File: src/rtl/dsp48a1_slice_pkg.sv
// Shared constants for the DSP48A1-style slice: opmode bit positions,
// X/Z multiplexer encodings and the string values of the source-select parameters.
package dsp48a1_slice_pkg;

    localparam int OP_X_LO     = 0;
    localparam int OP_X_HI     = 1;
    localparam int OP_Z_LO     = 2;
    localparam int OP_Z_HI     = 3;
    localparam int OP_PRE_EN   = 4;
    localparam int OP_CIN      = 5;
    localparam int OP_PRE_SUB  = 6;
    localparam int OP_POST_SUB = 7;

    typedef enum logic [1:0] {
        X_ZERO = 2'd0,
        X_M    = 2'd1,
        X_P    = 2'd2,
        X_DAB  = 2'd3
    } x_sel_e;

    typedef enum logic [1:0] {
        Z_ZERO = 2'd0,
        Z_PCIN = 2'd1,
        Z_P    = 2'd2,
        Z_C    = 2'd3
    } z_sel_e;

    localparam string CIN_SEL_OPMODE5 = "OPMODE5";
    localparam string CIN_SEL_CARRYIN = "CARRYIN";
    localparam string B_IN_DIRECT     = "DIRECT";
    localparam string B_IN_CASCADE    = "CASCADE";

endpackage

File: src/rtl/dsp48a1_slice_if.sv
// Data, opmode, clock-enable and result bundle of the DSP slice.
// The master side drives operands and enables; the slave side is the slice.
interface dsp48a1_slice_if;
    logic [17:0] A;
    logic [17:0] B;
    logic [17:0] BCIN;
    logic [47:0] C;
    logic [17:0] D;
    logic [47:0] PCIN;
    logic        carryin;
    logic [7:0]  opmode;
    logic        CEA, CEB, CEC, CED, CEM, CEP, CECARRYIN, CEOPMODE;
    logic [17:0] BCOUT;
    logic [35:0] M;
    logic [47:0] P;
    logic [47:0] Pcout;
    logic        carryout;
    logic        carryoutf;

    modport master (
        output A, B, BCIN, C, D, PCIN, carryin, opmode,
        output CEA, CEB, CEC, CED, CEM, CEP, CECARRYIN, CEOPMODE,
        input  BCOUT, M, P, Pcout, carryout, carryoutf
    );

    modport slave (
        input  A, B, BCIN, C, D, PCIN, carryin, opmode,
        input  CEA, CEB, CEC, CED, CEM, CEP, CECARRYIN, CEOPMODE,
        output BCOUT, M, P, Pcout, carryout, carryoutf
    );
endinterface

File: src/rtl/dsp48a1_slice_pipe_reg.sv
// Optional pipeline stage: a clock-enabled register with asynchronous clear,
// or a plain wire when REGISTERED is 0.
module dsp_pipe_reg #(
    parameter int W          = 18,
    parameter bit REGISTERED = 1'b1
) (
    input  logic         clk,
    input  logic         rst,
    input  logic         ce,
    input  logic [W-1:0] d,
    output logic [W-1:0] q
);
    generate
        if (REGISTERED) begin : g_reg
            // NOTE: non-blocking assignment so every stage samples the pre-edge value of its neighbour.
            always_ff @(posedge clk or posedge rst) begin
                if (rst)     q <= '0;
                else if (ce) q <= d;
            end
        end else begin : g_bypass
            logic unused_ctrl;
            assign unused_ctrl = ^{clk, rst, ce};
            assign q = d;
        end
    endgenerate
endmodule

File: src/rtl/dsp48a1_slice.sv
// DSP48A1-style slice: 18-bit pre-adder, 18x18 unsigned multiplier and 48-bit
// post-adder/accumulator, each stage with an optional register.
module dsp48a1_slice
    import dsp48a1_slice_pkg::*;
#(
    parameter int    A0REG       = 0,
    parameter int    A1REG       = 1,
    parameter int    B0REG       = 0,
    parameter int    B1REG       = 1,
    parameter int    CREG        = 1,
    parameter int    DREG        = 1,
    parameter int    MREG        = 1,
    parameter int    PREG        = 1,
    parameter int    CARRYINREG  = 1,
    parameter int    CARRYOUTREG = 1,
    parameter int    OPMODEREG   = 1,
    parameter string CARRYINSEL  = CIN_SEL_OPMODE5,
    parameter string B_INPUT     = B_IN_DIRECT
) (
    input logic             clk,
    input logic             RSTA,
    input logic             RSTB,
    input logic             RSTC,
    input logic             RSTD,
    input logic             RSTM,
    input logic             RSTP,
    input logic             RSCARRYIN,
    input logic             RSTopmode,
    dsp48a1_slice_if.slave  bus
);
    logic [17:0] a0, a1, b0_in, b0, b1_in, b1, d_r, pre_sum;
    logic [47:0] c_r, p_r, x_mux, z_mux;
    logic [35:0] m_in, m_r;
    logic [7:0]  op_r;
    logic        cin_in, cin_r, co_r;
    logic [48:0] post_sum;

    assign b0_in  = (B_INPUT == B_IN_CASCADE) ? bus.BCIN : bus.B;
    assign cin_in = (CARRYINSEL == CIN_SEL_CARRYIN) ? bus.carryin : op_r[OP_CIN];

    dsp_pipe_reg #(.W(8),  .REGISTERED(OPMODEREG != 0)) u_op (.clk, .rst(RSTopmode), .ce(bus.CEOPMODE), .d(bus.opmode), .q(op_r));
    dsp_pipe_reg #(.W(18), .REGISTERED(A0REG != 0))     u_a0 (.clk, .rst(RSTA), .ce(bus.CEA), .d(bus.A), .q(a0));
    dsp_pipe_reg #(.W(18), .REGISTERED(A1REG != 0))     u_a1 (.clk, .rst(RSTA), .ce(bus.CEA), .d(a0), .q(a1));
    dsp_pipe_reg #(.W(18), .REGISTERED(B0REG != 0))     u_b0 (.clk, .rst(RSTB), .ce(bus.CEB), .d(b0_in), .q(b0));
    dsp_pipe_reg #(.W(18), .REGISTERED(B1REG != 0))     u_b1 (.clk, .rst(RSTB), .ce(bus.CEB), .d(b1_in), .q(b1));
    dsp_pipe_reg #(.W(48), .REGISTERED(CREG != 0))      u_c  (.clk, .rst(RSTC), .ce(bus.CEC), .d(bus.C), .q(c_r));
    dsp_pipe_reg #(.W(18), .REGISTERED(DREG != 0))      u_d  (.clk, .rst(RSTD), .ce(bus.CED), .d(bus.D), .q(d_r));
    dsp_pipe_reg #(.W(36), .REGISTERED(MREG != 0))      u_m  (.clk, .rst(RSTM), .ce(bus.CEM), .d(m_in), .q(m_r));
    dsp_pipe_reg #(.W(1),  .REGISTERED(CARRYINREG != 0)) u_cin (.clk, .rst(RSCARRYIN), .ce(bus.CECARRYIN), .d(cin_in), .q(cin_r));
    dsp_pipe_reg #(.W(48), .REGISTERED(PREG != 0))      u_p  (.clk, .rst(RSTP), .ce(bus.CEP), .d(post_sum[47:0]), .q(p_r));
    dsp_pipe_reg #(.W(1),  .REGISTERED(CARRYOUTREG != 0)) u_co (.clk, .rst(RSTP), .ce(bus.CEP), .d(post_sum[48]), .q(co_r));

    // Pre-adder wraps at 18 bits; it only reaches B1 when the pre-adder enable bit is set.
    assign pre_sum = op_r[OP_PRE_SUB] ? (d_r - b0) : (d_r + b0);
    assign b1_in   = op_r[OP_PRE_EN] ? pre_sum : b0;
    assign m_in    = 36'(a1) * 36'(b1);

    always_comb begin
        // NOTE: every output of this block gets a default first so no latch is inferred.
        x_mux    = '0;
        z_mux    = '0;
        post_sum = '0;
        case (x_sel_e'(op_r[OP_X_HI:OP_X_LO]))
            X_ZERO: x_mux = '0;
            X_M:    x_mux = {12'd0, m_r};
            X_P:    x_mux = p_r;
            X_DAB:  x_mux = {d_r[11:0], a1, b1};
            default: x_mux = '0;
        endcase
        case (z_sel_e'(op_r[OP_Z_HI:OP_Z_LO]))
            Z_ZERO: z_mux = '0;
            Z_PCIN: z_mux = bus.PCIN;
            Z_P:    z_mux = p_r;
            Z_C:    z_mux = c_r;
            default: z_mux = '0;
        endcase
        // Bit 48 is the carry on add and the borrow on subtract.
        if (op_r[OP_POST_SUB])
            post_sum = {1'b0, z_mux} - ({1'b0, x_mux} + 49'(cin_r));
        else
            post_sum = {1'b0, z_mux} + {1'b0, x_mux} + 49'(cin_r);
    end

    assign bus.BCOUT     = b1;
    assign bus.M         = m_r;
    assign bus.P         = p_r;
    assign bus.Pcout     = p_r;
    assign bus.carryout  = co_r;
    assign bus.carryoutf = co_r;
endmodule

File: src/flat_wrapper.sv
// flat-port wrapper written by rule: the top's interface ports become plain ports
module dsp48a1_slice_flat import dsp48a1_slice_pkg::*;
#(
    parameter int    A0REG       = 0,
    parameter int    A1REG       = 1,
    parameter int    B0REG       = 0,
    parameter int    B1REG       = 1,
    parameter int    CREG        = 1,
    parameter int    DREG        = 1,
    parameter int    MREG        = 1,
    parameter int    PREG        = 1,
    parameter int    CARRYINREG  = 1,
    parameter int    CARRYOUTREG = 1,
    parameter int    OPMODEREG   = 1,
    parameter string CARRYINSEL  = CIN_SEL_OPMODE5,
    parameter string B_INPUT     = B_IN_DIRECT
)
  (clk, RSTA, RSTB, RSTC, RSTD, RSTM, RSTP, RSCARRYIN, RSTopmode, bus_A, bus_B, bus_BCIN, bus_C, bus_D, bus_PCIN, bus_carryin, bus_opmode, bus_CEA, bus_CEB, bus_CEC, bus_CED, bus_CEM, bus_CEP, bus_CECARRYIN, bus_CEOPMODE, bus_BCOUT, bus_M, bus_P, bus_Pcout, bus_carryout, bus_carryoutf);
  dsp48a1_slice_if bus_i ();
  input logic clk;
  input logic RSTA;
  input logic RSTB;
  input logic RSTC;
  input logic RSTD;
  input logic RSTM;
  input logic RSTP;
  input logic RSCARRYIN;
  input logic RSTopmode;
  input wire logic [$bits(bus_i.A)-1:0] bus_A;
  input wire logic [$bits(bus_i.B)-1:0] bus_B;
  input wire logic [$bits(bus_i.BCIN)-1:0] bus_BCIN;
  input wire logic [$bits(bus_i.C)-1:0] bus_C;
  input wire logic [$bits(bus_i.D)-1:0] bus_D;
  input wire logic [$bits(bus_i.PCIN)-1:0] bus_PCIN;
  input wire logic [$bits(bus_i.carryin)-1:0] bus_carryin;
  input wire logic [$bits(bus_i.opmode)-1:0] bus_opmode;
  input wire logic [$bits(bus_i.CEA)-1:0] bus_CEA;
  input wire logic [$bits(bus_i.CEB)-1:0] bus_CEB;
  input wire logic [$bits(bus_i.CEC)-1:0] bus_CEC;
  input wire logic [$bits(bus_i.CED)-1:0] bus_CED;
  input wire logic [$bits(bus_i.CEM)-1:0] bus_CEM;
  input wire logic [$bits(bus_i.CEP)-1:0] bus_CEP;
  input wire logic [$bits(bus_i.CECARRYIN)-1:0] bus_CECARRYIN;
  input wire logic [$bits(bus_i.CEOPMODE)-1:0] bus_CEOPMODE;
  output wire logic [$bits(bus_i.BCOUT)-1:0] bus_BCOUT;
  output wire logic [$bits(bus_i.M)-1:0] bus_M;
  output wire logic [$bits(bus_i.P)-1:0] bus_P;
  output wire logic [$bits(bus_i.Pcout)-1:0] bus_Pcout;
  output wire logic [$bits(bus_i.carryout)-1:0] bus_carryout;
  output wire logic [$bits(bus_i.carryoutf)-1:0] bus_carryoutf;
  assign bus_i.A = bus_A;
  assign bus_i.B = bus_B;
  assign bus_i.BCIN = bus_BCIN;
  assign bus_i.C = bus_C;
  assign bus_i.D = bus_D;
  assign bus_i.PCIN = bus_PCIN;
  assign bus_i.carryin = bus_carryin;
  assign bus_i.opmode = bus_opmode;
  assign bus_i.CEA = bus_CEA;
  assign bus_i.CEB = bus_CEB;
  assign bus_i.CEC = bus_CEC;
  assign bus_i.CED = bus_CED;
  assign bus_i.CEM = bus_CEM;
  assign bus_i.CEP = bus_CEP;
  assign bus_i.CECARRYIN = bus_CECARRYIN;
  assign bus_i.CEOPMODE = bus_CEOPMODE;
  assign bus_BCOUT = bus_i.BCOUT;
  assign bus_M = bus_i.M;
  assign bus_P = bus_i.P;
  assign bus_Pcout = bus_i.Pcout;
  assign bus_carryout = bus_i.carryout;
  assign bus_carryoutf = bus_i.carryoutf;
  dsp48a1_slice #(.A0REG(A0REG), .A1REG(A1REG), .B0REG(B0REG), .B1REG(B1REG), .CREG(CREG), .DREG(DREG), .MREG(MREG), .PREG(PREG), .CARRYINREG(CARRYINREG), .CARRYOUTREG(CARRYOUTREG), .OPMODEREG(OPMODEREG), .CARRYINSEL(CARRYINSEL), .B_INPUT(B_INPUT)) u_core (.clk(clk), .RSTA(RSTA), .RSTB(RSTB), .RSTC(RSTC), .RSTD(RSTD), .RSTM(RSTM), .RSTP(RSTP), .RSCARRYIN(RSCARRYIN), .RSTopmode(RSTopmode), .bus(bus_i));
endmodule
File: config.mk
export PLATFORM = sky130hd
export DESIGN_NAME = dsp48a1_slice_flat
export DESIGN_NICKNAME = d
export VERILOG_FILES = /design/src/rtl/dsp48a1_slice_pkg.sv /design/src/rtl/dsp48a1_slice_if.sv /design/src/rtl/dsp48a1_slice_pipe_reg.sv /design/src/rtl/dsp48a1_slice.sv /design/src/flat_wrapper.sv
export SDC_FILE = /design/constraint.sdc
export NUM_CORES = 2
export LEC_CHECK = 0
export ABC_AREA = 1
export CORE_MARGIN = 3
export CORE_UTILIZATION = 59
export CTS_CLUSTER_SIZE = 30
export DETAILED_ROUTE_END_ITERATION = 12
export PLACE_DENSITY_LB_ADDON = 0.1
export SKIP_CTS_REPAIR_TIMING = 1
export SYNTH_ARGS = -nofsm -noshare
export SYNTH_HDL_FRONTEND = slang
export SYNTH_SLANG_ARGS = --single-unit
export TNS_END_PERCENT = 10
File: constraint.sdc
create_clock -name clk -period 7.3 [get_ports clk]
set_input_delay 0.73 -clock clk [delete_from_list [all_inputs] [get_ports clk]]
set_output_delay 0.73 -clock clk [all_outputs]
set_load 0.01 [all_outputs]
==> run metrics <==
placed cells=5548; max-slew violations=0; grt ovf=0; DRT iter0 DRCs=3338; design area=35100 um^2; outcome=complete, no violations; worst skew pair latency=0.52 ns; total die area=55500 um^2; sequential-to-total area share from yosys stat=15.8%; final antenna-violating net count=0; Die W=236 um; Worst Skew=0.0255 ns; Bufs on Longest Clock Path=2; EDFF count, synth=0; HP Class=in -> async; met2 WL=56.7 mm; Final #Nets=5609; Worst slew margin=21.7%; DR WL/cell=22.2 um; GRT Resource Usage Total=44.2%; Worst Tran Pin Value=1.17 ns; Placer Congestion=1.05; Finish-stage setup viols=0; Clock Pin Slew Worst Setup and Hold Paths=0.10 ns; number of global-route vias before repair=31500; delay-heaviest family, CP=adder cells; Worst Path Max Fanout=20; Initial Util=60.1%; Final TNS setup=0 ns; Post-Syn Nets=5439; crit path DAT=6.74 ns; CTS tree=done; layout cells sized above 1=3.82%; Root Buffer=clkbuf_16; post-synth top area share=16.8%; Core Region=51700 um^2; Critical Path Sink Type=register; DP HPWL=102 mm; post-layout min period=6.32 ns; filler cell count=4536; period utilization=86.6%; Pre-Repair DR Iteration Count=6; YS warnings=0; Final Routed Wirelength=124 mm; FF+latch count, synth=196; global-route wire length before repair=186 mm; Crit path buffers/inverters=4; Highest Signal Layer=met5; leading area contributor after synthesis=fa_1; vias post-DR=32000; # clock sinks=196; Worst path slowest cell=dfrtp_1; ys async rst share=100%; vias per cell=5.73; crit-path max cell delay=1.00 ns; Post-DP Area=34400 um^2; crit start category=register; Synth area leaders=fa_1, dfrtp_1, nand2_1, inv_1, ha_1; Die Ht=236 um; Hold Vio Cnt, Final=0; Avg Cell Area, Syn=6.59 um^2; largest net degree at the start of global routing=80; synthesized cell area=31100 um^2; DRC=0; Netlist cell types=60; Setup CP Type=reg -> reg; fin cells=5586; number of H-tree levels=4; worst path cell trace=nand2_1 > fa_1 > fa_1 > fa_1 > inv_1 > fa_1 > fa_1 > inv_1 > fa_1 > inv_1 > ha_1 > nand2_1 > nor2_1 > inv_1 > nor2_1 > nand2_1 > a31o_2 > a31oi_1; Syn-to-layout area delta=12.9%; maximum clock rate=0.158 GHz; wl on met1=45.1 mm; Worst EP required=7.72 ns; most frequent CP cell=fa_1; RSZ-0062 raised after global routing=false; Syn Inst Count=4717; Buffers on Ports=326; Row Count=83; max_cap viols=0; ys flop type=dfrtp_1; detailed route wirelength on metal3=13.6 mm; antenna violations before repair=8; cts bufs inserted=17; IO Count=346
==> path summary, 6_finish.rpt <==
check / from / end / slack, ns / depth (start not counted)
max: u_core.u_b1.q[3]$_DFFE_PP0P_ / u_core.u_m.q[26]$_DFFE_PP0P_ / 0.98 / 18
max reg2reg: u_core.u_b1.q[3]$_DFFE_PP0P_ / u_core.u_m.q[26]$_DFFE_PP0P_ / 0.98 / 18
min in group clk: u_core.u_op.q[5]$_DFFE_PP0P_ / u_core.u_cin.q$_DFFE_PP0P_ / 0.49 / 2
max in group asynchronous: RSTC / u_core.u_c.q[12]$_DFFE_PP0P_ / 5.93 / 3
min: RSCARRYIN / u_core.u_cin.q$_DFFE_PP0P_ / 0.40 / 2
min reg2reg: u_core.u_op.q[5]$_DFFE_PP0P_ / u_core.u_cin.q$_DFFE_PP0P_ / 0.49 / 2
==> per-layer routing <==
metal | GRT usage [%] | up-vias
met1 | 53.4 | 15000
met5 | 0 | -
li1 | - | 14700
met2 | 71.0 | 1911
met3 | 11.8 | 421
met4 | 26.2 | 6
==> logic make-up (layout without fill, tap and decap cells) <==
group	Yosys count	in the layout	synth area share (%)
adder cells (fa/ha/maj)	528	528	27.5
multiplexers	24	24	0.869
AO/OA/AOI/OAI	678	678	12.5
XOR/XNOR	44	44	1.24
AND/OR/NAND/NOR	1921	1921	25.4
buffers and inverters	1326	1509	16.7
flip-flops	196	196	15.8
other	0	6	0
==> placed cells by master (no fill, tap or decap), types with 5 or more instances in the layout <==
master           netlist  layout
a31oi_1               20      20
buf_4                 49      22
clkbuf_16              0      17
ha_1                 267     267
mux2_2                24      24
nand3_2                6       6
inv_2                 18      20
xor2_1                35      35
nor2_2                16      17
a21oi_1              215     215
o211ai_1              16      16
o21ai_2                6       6
o21ai_0              236     236
nand2_2               27      27
o221ai_1              23      23
nor3_1                18      18
clkdlybuf4s50_1        0     324
nor2_1               274     272
xnor2_1                9       9
o21bai_1              21      21
a221oi_1               5       5
a21o_1                36      36
nand3_1              187     187
dfrtp_1              196     195
o22ai_1               34      34
inv_1               1103    1101
inv_16                 0       5
o21a_1                 8       8
diode_2                0       6
a21oi_2                7       7
o21ai_1               33      33
nand2_1             1302    1302
clkinv_8               0       6
clkinv_1               7       7
nand4_1               60      60
fa_1                 261     261
==> per-stage QoR <==
stage	hold slack [ns]	setup WS (ns)	utilization (%)
after CTS	0.387	1.06	67.9
after floorplan	0.444	1.77	-
after detailed placement	0.470	1.09	66.6
after global routing	0.407	0.648	67.9
final	0.398	0.978	67.9
after global placement	0.460	1.26	66.6
==> registers in the layout (all words and copies together) (netlist names) <==
signal and cells:
u_core.u_a1.q 18, u_core.u_b1.q 18, u_core.u_co.q 1, u_core.u_p.q 48, u_core.u_c.q 48, u_core.u_d.q 18, u_core.u_m.q 36, u_core.u_cin.q 1
u_core.u_op.q 8
==> synthesized netlist by cell type (all sizes together), types with 5 or more instances <==
cell type,n
o22ai,34
o21a,8
a221oi,5
buf,77
nor3,23
ha,267
clkinv,7
fa,261
o21bai,21
mux2,24
nor2,292
a21boi,5
nand2,1331
o21ai,275
a31oi,20
clkbuf,120
a31o,5
xnor2,9
nand3,194
o211ai,16
xor2,35
inv,1122
a21oi,223
a21o,36
dfrtp,196
or2,9
nand4,60
o221ai,23
==> layout make-up <==
| cell class | count | area, um^2 | area share, % |
|---|---|---|---|
| antenna | 6 | 15.0 | 0.0427 |
| clock inverter | 15 | 245 | 0.698 |
| clock buffer | 17 | 425 | 1.21 |
| timing repair buffer | 348 | 3420 | 9.73 |
| tap | 680 | 851 | 2.42 |
| multi-input combinational | 3195 | 21000 | 59.9 |
| inverter | 1129 | 4240 | 12.1 |
| sequential | 196 | 4910 | 14.0 |
Power is not shown: default switching activity piles up to over one toggle a cycle in this logic, so the estimate is an artifact.
